File: src/rtl/mem_port_ctrl.sv
`default_nettype none
// ============================================================================
// mem_port_ctrl : holds one CPU load/store as a stable word-aligned memory
//                 request and returns a one-cycle response with error flag.
// Optional feature macro: MEM_TIMEOUT_EN (abort stalled ACCESS after
//                 TIMEOUT_CYCLES cycles without mem_resp).
// Revision      : 1.0
// ============================================================================
module mem_port_ctrl #(
    parameter int TIMEOUT_CYCLES = 255
) (
    input  logic        clk,
    input  logic        rst,
    input  logic        cpu_read_i,
    input  logic        cpu_write_i,
    input  logic [31:0] cpu_addr_i,
    input  logic [31:0] cpu_wdata_i,
    input  logic [2:0]  cpu_funct3_i,
    output logic        cpu_resp_o,
    output logic [31:0] cpu_rdata_o,
    output logic        cpu_err_o,
    output logic        mem_read_o,
    output logic        mem_write_o,
    output logic [31:0] mem_address_o,
    output logic [31:0] mem_wdata_o,
    output logic [3:0]  mem_byte_enable_o,
    input  logic [31:0] mem_rdata_i,
    input  logic        mem_resp_i
);

    typedef enum logic [1:0] {
        S_IDLE   = 2'd0,
        S_ACCESS = 2'd1,
        S_RESP   = 2'd2
    } state_t;

    if ((TIMEOUT_CYCLES < 1) || (TIMEOUT_CYCLES > 65535)) begin : g_bad_timeout
        $error("mem_port_ctrl: TIMEOUT_CYCLES must be within 1..65535");
    end

    state_t      state_q, state_d;
    logic [31:0] addr_q,  addr_d;
    logic [31:0] wdata_q, wdata_d;
    logic [3:0]  be_q,    be_d;
    logic        write_q, write_d;
    logic        err_q,   err_d;
    logic [31:0] rdata_q, rdata_d;

    logic        w_req;
    logic        w_misaligned;
    logic [3:0]  w_be;
    logic        w_unused_funct3;

    // Bit 2 only selects sign extension, which the datapath performs.
    assign w_unused_funct3 = cpu_funct3_i[2];
    assign w_req           = cpu_read_i | cpu_write_i;

    always_comb begin
        w_misaligned = 1'b0;
        case (cpu_funct3_i[1:0])
            2'b00:   w_misaligned = 1'b0;
            2'b01:   w_misaligned = cpu_addr_i[0];
            default: w_misaligned = (cpu_addr_i[1:0] != 2'b00);
        endcase
    end

    always_comb begin
        w_be = 4'hF;
        if (cpu_write_i) begin
            case (cpu_funct3_i[1:0])
                2'b00:   w_be = 4'b0001 << cpu_addr_i[1:0];
                2'b01:   w_be = 4'b0011 << cpu_addr_i[1:0];
                default: w_be = 4'hF;
            endcase
        end
    end

`ifdef MEM_TIMEOUT_EN
    localparam logic [15:0] c_TIMEOUT = 16'(TIMEOUT_CYCLES);
    logic [15:0] cnt_q, cnt_d;
    logic [15:0] w_cnt_next;
    assign w_cnt_next = cnt_q + 16'd1;
`endif

    always_comb begin
        state_d = state_q;
        addr_d  = addr_q;
        wdata_d = wdata_q;
        be_d    = be_q;
        write_d = write_q;
        err_d   = err_q;
        rdata_d = rdata_q;
`ifdef MEM_TIMEOUT_EN
        cnt_d   = cnt_q;
`endif
        case (state_q)
            S_IDLE: begin
                err_d = 1'b0;
                if (w_req) begin
                    // A simultaneous read and write is treated as a write.
                    addr_d  = {cpu_addr_i[31:2], 2'b00};
                    wdata_d = cpu_wdata_i;
                    be_d    = w_be;
                    write_d = cpu_write_i;
                    err_d   = w_misaligned;
                    state_d = w_misaligned ? S_RESP : S_ACCESS;
`ifdef MEM_TIMEOUT_EN
                    cnt_d   = 16'd0;
`endif
                end
            end
            S_ACCESS: begin
                if (mem_resp_i) begin
                    if (!write_q) begin
                        rdata_d = mem_rdata_i;
                    end
                    state_d = S_RESP;
`ifdef MEM_TIMEOUT_EN
                end else begin
                    cnt_d = w_cnt_next;
                    if (w_cnt_next == c_TIMEOUT) begin
                        rdata_d = 32'd0;
                        err_d   = 1'b1;
                        state_d = S_RESP;
                    end
`endif
                end
            end
            S_RESP: begin
                err_d   = 1'b0;
                state_d = S_IDLE;
            end
            default: begin
                err_d   = 1'b0;
                state_d = S_IDLE;
            end
        endcase
    end

    always_ff @(posedge clk or posedge rst) begin
        if (rst) begin
            state_q <= S_IDLE;
            addr_q  <= 32'd0;
            wdata_q <= 32'd0;
            be_q    <= 4'd0;
            write_q <= 1'b0;
            err_q   <= 1'b0;
            rdata_q <= 32'd0;
`ifdef MEM_TIMEOUT_EN
            cnt_q   <= 16'd0;
`endif
        end else begin
            state_q <= state_d;
            addr_q  <= addr_d;
            wdata_q <= wdata_d;
            be_q    <= be_d;
            write_q <= write_d;
            err_q   <= err_d;
            rdata_q <= rdata_d;
`ifdef MEM_TIMEOUT_EN
            cnt_q   <= cnt_d;
`endif
        end
    end

    // Strobes decode the async-reset state register, so they drop with rst.
    assign mem_read_o        = (state_q == S_ACCESS) & ~write_q;
    assign mem_write_o       = (state_q == S_ACCESS) &  write_q;
    assign mem_address_o     = addr_q;
    assign mem_wdata_o       = wdata_q;
    assign mem_byte_enable_o = be_q;
    assign cpu_resp_o        = (state_q == S_RESP);
    assign cpu_err_o         = (state_q == S_RESP) & err_q;
    assign cpu_rdata_o       = rdata_q;

endmodule
`default_nettype wire
File: config.mk
export PLATFORM = sky130hd
export DESIGN_NAME = mem_port_ctrl
export DESIGN_NICKNAME = d
export VERILOG_FILES = /design/src/rtl/mem_port_ctrl.sv
export SDC_FILE = /design/constraint.sdc
export NUM_CORES = 1
export LEC_CHECK = 0
export ABC_AREA = 1
export CAP_MARGIN = 20
export CORE_MARGIN = 2
export CORE_UTILIZATION = 36
export CTS_BUF_LIST = sky130_fd_sc_hd__clkbuf_16
export CTS_CLUSTER_DIAMETER = 60
export DETAILED_ROUTE_END_ITERATION = 16
export GPL_TIMING_DRIVEN = 0
export PLACE_DENSITY = 0.86
export SYNTH_ARGS = -nofsm -noshare
export SYNTH_HDL_FRONTEND = slang
export SYNTH_SLANG_ARGS = --single-unit
File: constraint.sdc
create_clock -name clk -period 3.2 [get_ports clk]
set_input_delay 0.64 -clock clk [delete_from_list [all_inputs] [get_ports clk]]
set_output_delay 0.64 -clock clk [all_outputs]
set_load 0.005 [all_outputs]
; ---- Word level (Yosys, flattened, before mapping)
; Index checks and enable logic that the tools add are counted.
[word_totals]
register_bits = 102
inputBits = 104
out_inout_bits = 104
word_cells = 34
[op_classes]
n_eq_ne = 5
shift = 2
muxes = 9
bitwise_logic = 5
reduce_logical = 6
[ops]
columns = operator, count
row1 = $pmux 4 s2, 1
row2 = $mux 2, 3
row3 = $eq 2x1->1 const B, 2
row4 = $logic_not 2->1, 2
row5 = $mux 4, 1
row6 = $ne 2x2->1 const B, 2
row7 = $pmux 1 s2, 2
row8 = $pmux 2 s2, 1
row9 = $reduce_and 2->1, 2
row10 = $shl 1x2->4 const A, 1
row11 = $shl 2x2->4 const A, 1
row12 = $and 1x1->1, 3
row13 = $reduce_and 3->1, 1
row14 = $eq 2x2->1 const B, 1
row15 = $reduce_bool 2->1, 1
row16 = $mux 1, 1
row17 = $not 1->1, 1
row18 = $or 1x1->1, 1

; ---- Longest topological paths before layout
[depth]
ltp_word = 5
depth_mapped = 7

; ---- Least setup slack after synthesis
; No wires, ideal clock.
[synth_path]
path_kind = flip-flop to output port
startpoint = reg state_q[1]
endpoint = out mem_read_o
t_arrival_ns = 0.902
t_required_ns = 2.560
slack_ns = 1.658
stages_incl_launch_ff = 5
n_path_buf = 1
cell_sequence = dfrtp_1 -> inv_1 -> nand2_1 -> nor2_4 -> buf_2
[synth_via]
elab_chain_len = 2
[synth_lines]
columns = item, line
row1 = from (decl), 41  ; state_t state_q, state_d;
row2 = from (signal assigned), 153  ; state_q <= state_d;
row3 = $eq 2x1->1, 167  ; assign mem_read_o = (state_q == S_ACCESS) & ~write_q;
row4 = $and 1x1->1, 167
row5 = to (decl), 22  ; output logic mem_read_o,
; No other way between the ends.

; ---- Final worst setup path
; Same ends and word-level chain as after synthesis.

==> flow_summary.json <==
{
  "criticalPathCategory": "reg -> out",
  "r2r_cells": 5,
  "swShare_pct": 32.2,
  "worstPathMaxFanout": 10,
  "mappedNetlistArea_mm2": 0.00402,
  "post-route-min-period_ps": 2570,
  "crit_buf_inv": 3,
  "cpMaxStageDelayCell": "clkdlybuf4s50_1",
  "drt-initial-drc-count": 255,
  "required_ps": 2560,
  "diodes": 0,
  "skew_ps": 6.32,
  "dieWidth_um": 110,
  "p_leak_nw": 3.24,
  "powerDensity_mw_per_mm2": 932,
  "cts_hold_buf": 0,
  "clkLatencyLatePin_ps": 330,
  "finalHoldViolations": 0,
  "cp-startpoint": "state_q[1]",
  "cp-endpoint": "mem_read_o",
  "post_cts_buffers": 0,
  "pwr-share-clk_pct": 19.7,
  "worstHoldPathType": "reg -> reg",
  "critPathLaunchType": "flip-flop",
  "drt_wl_total_mm": 11.4,
  "grt_usage_pct": 19.0,
  "setup-tns-final_ps": 0,
  "route.detailed.wl_per_inst_um": 13.8,
  "status": "finished clean",
  "end_kind": "output port",
  "path_clk_slew_ps": 70,
  "nNetsFinal": 781,
  "die_area_mm2": 0.0120,
  "ys_seq_elements": 102,
  "fill_cells": 905,
  "grt_max_degree": 43,
  "pwr-share-seq_pct": 36.6,
  "ios": 208,
  "clock_path_buffers": 2,
  "clock_sinks": 102,
  "design.core.area_mm2": 0.0109,
  "overflow": 0,
  "grt_pass1_vias": 3761,
  "htree_levels": 3,
  "drive_above_1_share_pct": 6.30,
  "gp_congestion": 0.800,
  "fp.dieH_um": 110,
  "ant_nets": 0,
  "numCtsBuffers": 9,
  "seqCellArea_mm2": 0.00255,
  "std_cell_rows": 38,
  "multiInputGateArea_mm2": 0.00130,
  "setup_viol": 0,
  "hold_start": "cpu_rdata_o[11]",
  "cts_tree": "built",
  "reg2reg_to": "mem_wdata_o[7]",
  "viasPerCell": 4.59,
  "r2r_slack_ps": 1740,
  "syn_to_final_growth_pct": 64.5,
  "io_buffers": 203,
  "cts.repair.resized": 0,
  "switching_power_mw": 1.98,
  "synth_cells": 460,
  "drc": 0,
  "finalCritPeriodShare_pct": 80.3,
  "p_int_mw": 4.18,
  "final_common_cell": "nand2_1",
  "cts-root-buf": "clkbuf_16",
  "reg2reg_from": "state_q[0]",
  "final_cell_mix": "nand2_1 (258), clkdlybuf4s50_1 (203), dfrtp_1 (102), nand3_1 (33), nor2_1 (17)",
  "vias": 3777,
  "synth_warnings": 0,
  "synth.avg_cell_area_um2": 8.74,
  "relSlewSlack_pct": 59.6,
  "arrival_ps": 1930,
  "irDropWorstVdd_mv": 0.443,
  "rsz0062_at_grt": "no",
  "grt_pass1_wl_mm": 17.7,
  "dr.pass1.iters": 4,
  "slew_violations": 0,
  "crit_cells": 5,
  "synth.distinct_cells": 19,
  "pwr-share-comb_pct": 43.7,
  "seq_area_frac_synth_pct": 63.5,
  "max_freq_mhz": 389,
  "start_util_pct": 36.9,
  "antenna_found_initial": 0,
  "path_delay_family": "buffers and inverters",
  "max_stage_delay_ps": 530,
  "crit_chain": "inv_1 -> nand2_1 -> nor2_4 -> buf_2 -> clkdlybuf4s50_1",
  "dp_hpwl_mm": 8.74,
  "cap_violations": 0,
  "worst_pin_slew_ps": 605,
  "post-route-util_pct": 60.7
}
[metal layers]
metal	part of all wire (%)	routed length, um	global-route usage, %	up-vias
li1	-	-	-	1836
met1	41	4620	23.4	1763
met2	50	5680	31.6	152
met3	6.5	739	3.85	26
met4	2.9	326	9.40	0
met5	0	0	0	-
[kinds of logic after synthesis]
family | count (synthesis) | synth area share [%]
other | 1 | 0.0933
and+or+nand+nor | 314 | 31.0
buffers and inverters | 35 | 4.36
DFF | 102 | 63.5
AOI/OAI and AO/OA | 8 | 1.09
[worst min path at each step]
| stage | endpoint | cells past startpoint |
|---|---|---|
| after floorplan | err_q | 2 |
| after global placement | cpu_rdata_o[22] | 2 |
| after detailed placement | cpu_rdata_o[21] | 2 |
| after CTS | cpu_rdata_o[21] | 2 |
| after global routing | cpu_rdata_o[18] | 2 |
| final | cpu_rdata_o[11] | 2 |
[cells in the mapped netlist, drive strengths merged]
cell	count	area [um^2]
a21oi	4	20.0
buf	19	115
clkbuf	6	22.5
conb	1	3.75
dfrtp	102	2550
inv	10	37.5
nand2	259	975
nand3	33	165
nand4	1	6.26
nor2	20	92.6
nor3b	1	7.51
o21ai	4	23.8
[power by group through the flow]
| stage | Sequential, mW | Combinational [mW] | Clock, mW |
|---|---|---|---|
| 4_1_cts | 2.26 | 2.74 | 1.25 |
| 5_1_grt | 2.33 | 2.99 | 1.31 |
| 2_1_floorplan | 2.29 | 0.991 | 0 |
| 3_3_place_gp | 2.23 | 2.62 | 0 |
| 6_report | 2.26 | 2.69 | 1.22 |
| 3_5_place_dp | 2.27 | 2.73 | 0 |
[registers in the layout, indices dropped and copies added (netlist names)]
name,cells
cpu_rdata_o,32
mem_wdata_o,32
mem_address_o,30
mem_byte_enable_o,4
state_q,2
err_q,1
write_q,1
[stage by stage]
step / hold slack, ps / power, mW / cell area (um^2) / std cells / setup WS (ps)
detailed placement: 459 / 5.00 / 6280 / 806 / 911
global route: 493 / 6.62 / 6610 / 822 / 469
finish: 471 / 6.16 / 6610 / 822 / 631
global placement: 454 / 4.86 / 6240 / 804 / 410
floorplan: 441 / 3.28 / 4030 / 461 / 1340
CTS: 475 / 6.24 / 6610 / 822 / 615
[worst min-delay path: stages, from the launching register on]
cell and delay, ps:
dfrtp_1 340, nand2_1 50, nand2_1 50
[layout make-up]
type | instances | share of cell area, %
plain buffers | 25 | 2.08
clock buffers | 9 | 3.41
clock inverters | 7 | 1.70
inverters | 10 | 0.624
multi-input cells | 324 | 19.6
flip-flops and latches | 102 | 38.6
well taps | 140 | 2.65
repair buffers | 205 | 31.3
No activity file was read; power rests on OpenSTA's default activity.
